[config.mk]
export PLATFORM = sky130hd
export DESIGN_NAME = udtimer
export DESIGN_NICKNAME = d
export VERILOG_FILES = /design/src/rtl/udtimer.sv
export SDC_FILE = /design/constraint.sdc
export NUM_CORES = 1
export LEC_CHECK = 0
export ABC_AREA = 1
export BUFFER_PORTS_ARGS = -buffer_cell sky130_fd_sc_hd__buf_2
export CORE_MARGIN = 8
export CORE_UTILIZATION = 39
export DETAILED_ROUTE_END_ITERATION = 10
export SLEW_MARGIN = 30
export SYNTH_ARGS = -nofsm -noshare
export SYNTH_HDL_FRONTEND = slang
export SYNTH_SLANG_ARGS = --single-unit
[constraint.sdc]
create_clock -name sys_clk -period 2 [get_ports sys_clk]
set_input_delay 0.1 -clock sys_clk [delete_from_list [all_inputs] [get_ports sys_clk]]
set_output_delay 0.1 -clock sys_clk [all_outputs]
set_load 0.05 [all_outputs]
[src/rtl/udtimer.sv]
// udtimer: up/down interval timer on a ripple chain of 1-bit counter cells.
// Ports: sys_clk, reset, wr_preset, preset, start, stop, dir, autoreload,
// tick, prescale -> count, irq, busy. Option macro: UDTIMER_PRESCALE_EN.
module udtimer #(
  parameter int WIDTH = 16
) (
  input  logic             sys_clk,
  input  logic             reset,
  input  logic             wr_preset,
  input  logic [WIDTH-1:0] preset,
  input  logic             start,
  input  logic             stop,
  input  logic             dir,
  input  logic             autoreload,
  input  logic             tick,
  input  logic [7:0]       prescale,
  output logic [WIDTH-1:0] count,
  output logic             irq,
  output logic             busy
);

  typedef enum logic {
    IDLE = 1'b0,
    RUN  = 1'b1
  } state_e;

  state_e           state_q, state_d;
  logic [WIDTH-1:0] count_q, count_d;
  logic [WIDTH-1:0] reload_q, reload_d;
  logic             irq_q, irq_d;

  logic             run;
  logic             tick_ok;
  logic             eff_tick;
  logic [WIDTH:0]   carry;
  logic [WIDTH-1:0] chain_nxt;
  logic             terminal;

  assign run = (state_q == RUN);

  // A load in the same cycle swallows the tick entirely.
  assign tick_ok = tick & run & ~wr_preset;

`ifdef UDTIMER_PRESCALE_EN
  logic [7:0] pcnt_q, pcnt_d;

  assign eff_tick = tick_ok & (pcnt_q == prescale);

  always_comb begin
    pcnt_d = pcnt_q;
    if (tick_ok) begin
      pcnt_d = eff_tick ? 8'd0 : pcnt_q + 8'd1;
    end
    if (start | stop | wr_preset | terminal) begin
      pcnt_d = 8'd0;
    end
  end

  always_ff @(posedge sys_clk) begin
    if (reset) begin
      pcnt_q <= 8'd0;
    end else begin
      pcnt_q <= pcnt_d;
    end
  end
`else
  logic unused_prescale;

  assign unused_prescale = ^prescale;
  assign eff_tick        = tick_ok;
`endif

  // Ripple chain: each cell toggles on carry-in and passes the carry
  // while its bit already equals dir (all-ones up, all-zeros down).
  always_comb begin
    carry[0] = eff_tick;
    for (int i = 0; i < WIDTH; i++) begin
      chain_nxt[i] = count_q[i] ^ carry[i];
      carry[i+1]   = carry[i] & (count_q[i] == dir);
    end
  end

  assign terminal = carry[WIDTH];

  always_comb begin
    state_d  = state_q;
    count_d  = count_q;
    reload_d = reload_q;
    irq_d    = 1'b0;

    if (wr_preset) begin
      count_d  = preset;
      reload_d = preset;
    end else if (terminal) begin
      // One-shot holds the terminal value instead of wrapping.
      irq_d = 1'b1;
      if (autoreload) begin
        count_d = reload_q;
      end
    end else if (eff_tick) begin
      count_d = chain_nxt;
    end

    case (state_q)
      IDLE: begin
        if (start & ~stop) begin
          state_d = RUN;
        end
      end
      RUN: begin
        if (stop | (terminal & ~autoreload)) begin
          state_d = IDLE;
        end
      end
      default: state_d = IDLE;
    endcase
  end

  always_ff @(posedge sys_clk) begin
    if (reset) begin
      state_q  <= IDLE;
      count_q  <= '0;
      reload_q <= '0;
      irq_q    <= 1'b0;
    end else begin
      state_q  <= state_d;
      count_q  <= count_d;
      reload_q <= reload_d;
      irq_q    <= irq_d;
    end
  end

  assign count = count_q;
  assign irq   = irq_q;
  assign busy  = run;

endmodule

==> flow_summary.yaml <==
run_status:
  status: "completed"
sta:
  setup_ws_ps: 43.6
  tightestPinTransition_ps: 296
  max_freq_mhz: 511
  finalClockSkew_ps: 8.81
  setup_viol: 0
  min_period_ps: 1960
  tns_ps: 0
  drv_slew: 0
  hold-worst-slack_ps: 28.0
  final-hold-violation-count: 0
  rsz0062_at_grt: "yes"
  min_period_over_period_pct: 97.8
  relSlewSlack_pct: 80.3
placed_design:
  place.gp.congestion: 0.827
  io_buffer_count: 41
  placed_area_mm2: 0.00266
  dpl.hpwl_um: 4540
  placedCellCount: 468
  post-place-ws_ps: 47.5
hold_path:
  hold_class: "primary input to flop"
worst_setup_path:
  r2r-start: "busy$_SDFF_PP0_"
  crit_top_cell: "nor2_4"
  crit_chain: "nand2_4, nor2_4, nand2_2, nor2_4, nand4_4, nor2_4, nand4_4, nor2_8, nand3_4, nand2_4, buf_8, nand3b_1, nand2_1, nor2_1"
  timing.rr.end: "count[2]$_SDFFE_PP0P_"
  criticalPathCategory: "flop to flop"
  startpoint: "busy$_SDFF_PP0_"
  r2r_slack_ps: 40
  endpoint: "count[2]$_SDFFE_PP0P_"
  slowest_stage: "dfxtp_4"
  cpPeakStageDelay_ps: 360
  start_kind: "flop"
  rr_worst_depth: 14
  crit_arrival_ps: 2140
  end_kind: "flop"
  cp.required_ps: 2180
  path_max_fanout: 8
logic_synthesis:
  synth.avg_cell_area_um2: 6.47
  syn_area_mm2: 0.00221
  synthCells: 342
  ys_ff_latch: 34
  synth_nets: 374
  synth_seq_area_share_pct: 30.8
  yosysWarnings: 0
  synth_cell_types: 36
flow_run:
  maxCapViolations: 0
grt:
  grt_max_degree: 23
  grt_pass1_wl_um: 10200
  track_usage_pct: 15.0
  grt_pass1_vias: 2198
  antenna_found_initial: 0
  grt_overflow: 0
routing:
  wl_um: 6310
  dr.pass1.iters: 4
  viasPerCell: 4.89
  ant_nets: 0
  initialDrtViolationCount: 73
  vias: 2378
  drc_errors: 0
  routedWlPerCell_um: 13.0
clock_tree:
  cts_root_buf: "clkbuf_8"
  clkTransAtPathRegs_ps: 70
  ctsHoldBuffers: 0
  cts_buffer_depth: 2
  cts_num_sinks: 34
  cts_buffers: 5
  clock_latency_ps: 290
  htreeDepth: 2
  cts_tree: "yes"
floorplan:
  coreArea_mm2: 0.00551
  die_x_um: 91.3
  die_area_mm2: 0.00834
  rows: 27
  pin_count: 50
  start_util_pct: 40.2
  die_h_um: 91.3
power_and_ir_drop:
  power_density_mw_per_mm2: 588
  vdd_drop_max_mv: 0.258
  p_total_mw: 1.75
  p_leak_nw: 1.45
layout:
  drive_gt1_share_pct: 33.8
  register_area_um2: 702
  antenna_cells: 0
  stdcell_count: 486
  fill_cells: 553
  final_area_mm2: 0.00297
  area_growth_pct: 34.4
  postLayoutCoreUtil_pct: 54.0
  final_nets: 445
  multiInputGateArea_mm2: 0.00141
## worst max-delay path: cells and delay by family (launching register included)
family | cells | cell delay, ps
and+or+nand+nor | 13 | 1340
DFF | 1 | 360
buffers and inverters | 1 | 140
## worst min path at each step
| stage | from | end | cells after the start |
|---|---|---|---|
| CTS | start | busy$_SDFF_PP0_ | 3 |
| detailed placement | start | busy$_SDFF_PP0_ | 3 |
| global route | start | busy$_SDFF_PP0_ | 3 |
| global placement | start | busy$_SDFF_PP0_ | 3 |
| finish | start | busy$_SDFF_PP0_ | 3 |
| floorplan | start | busy$_SDFF_PP0_ | 2 |
## cell type report
cell class	count	share of cell area, %
clock inverters	1	0.168
multi-input cells	254	47.2
flip-flops and latches	34	23.6
inverters	41	5.76
repair buffers	77	17.3
clock buffers	7	2.90
well taps	72	3.03
## flip-flops by register name, summed over array words and instances (netlist names)
signal / flops
busy: 1
reload_q: 16
irq: 1
count: 16
## placed cells by master, fill, tap and decap left out, drive strengths merged
cell type / instances
o21ai: 15
or2: 3
a21boi: 2
buf: 77
nand3: 44
o211ai: 2
nand3b: 3
o22ai: 1
nor2: 47
dfxtp: 34
xnor2: 3
xor2: 3
nand2: 98
clkinv: 4
inv: 38
nor3: 2
nand4: 11
clkbuf: 7
a21oi: 20
## timing repair
item | CTS | global route
gates resized for setup | 0 | 38
setup endpoints to repair | 0 | 16
buffers inserted | 0 | 10
## layer usage
metal | vias up | routed length (um) | GRT usage (%)
met5 | - | 0 | 0
met4 | 0 | 138 | 6.00
met3 | 11 | 285 | 3.29
met2 | 50 | 2960 | 23.9
met1 | 1075 | 2920 | 19.1
li1 | 1242 | - | -
## Yosys cell counts
cell type,count,share of area [%]
nand2_1,96,16
nand3_1,40,9.0
nor2_1,40,6.8
dfxtp_1,34,31
inv_1,33,5.6
a21oi_1,18,4.1
o21ai_0,12,2.7
nand4_1,7,2.0
clkbuf_1,6,1.0
inv_2,5,0.85
buf_6,4,2.0
nor2_2,4,1.1
buf_2,3,0.68
nand3_2,3,1.4
nand3b_1,3,1.0
xnor2_1,3,1.2
xor2_1,3,1.2
a21boi_0,2,0.68
a21oi_2,2,0.79
clkinv_1,2,0.34
nand2_4,2,1.0
nand4_2,2,1.1
nand4_4,2,1.9
nor2_4,2,1.0
nor3_1,2,0.45
o21ai_2,2,0.79
clkinv_2,1,0.23
nand3_4,1,0.79
nor2_8,1,0.90
o211ai_1,1,0.34
o211ai_2,1,0.57
o21ai_1,1,0.23
o22ai_1,1,0.28
or2_0,1,0.28
or2_1,1,0.28
or2_2,1,0.28
## cell families (layout without fill, tap and decap cells)
kind of cell,Yosys count,count (layout),synth area share [%]
xor gates and xnor gates,6,6,2.37
AOI/OAI and AO/OA,40,40,10.5
buffers and inverters,54,126,10.7
DFF,34,34,30.8
and+or+nand+nor,208,208,45.7
## report_power, final
part	internal (mW)	total [mW]	switching, mW	leakage [nW]
combinational	0.149	0.447	0.298	1.12
sequential	0.720	0.756	0.0365	0.285
clock	0.278	0.545	0.267	0.0482
total	1.15	1.75	0.602	1.45
Note: power is estimated with default switching activity, not from simulation.
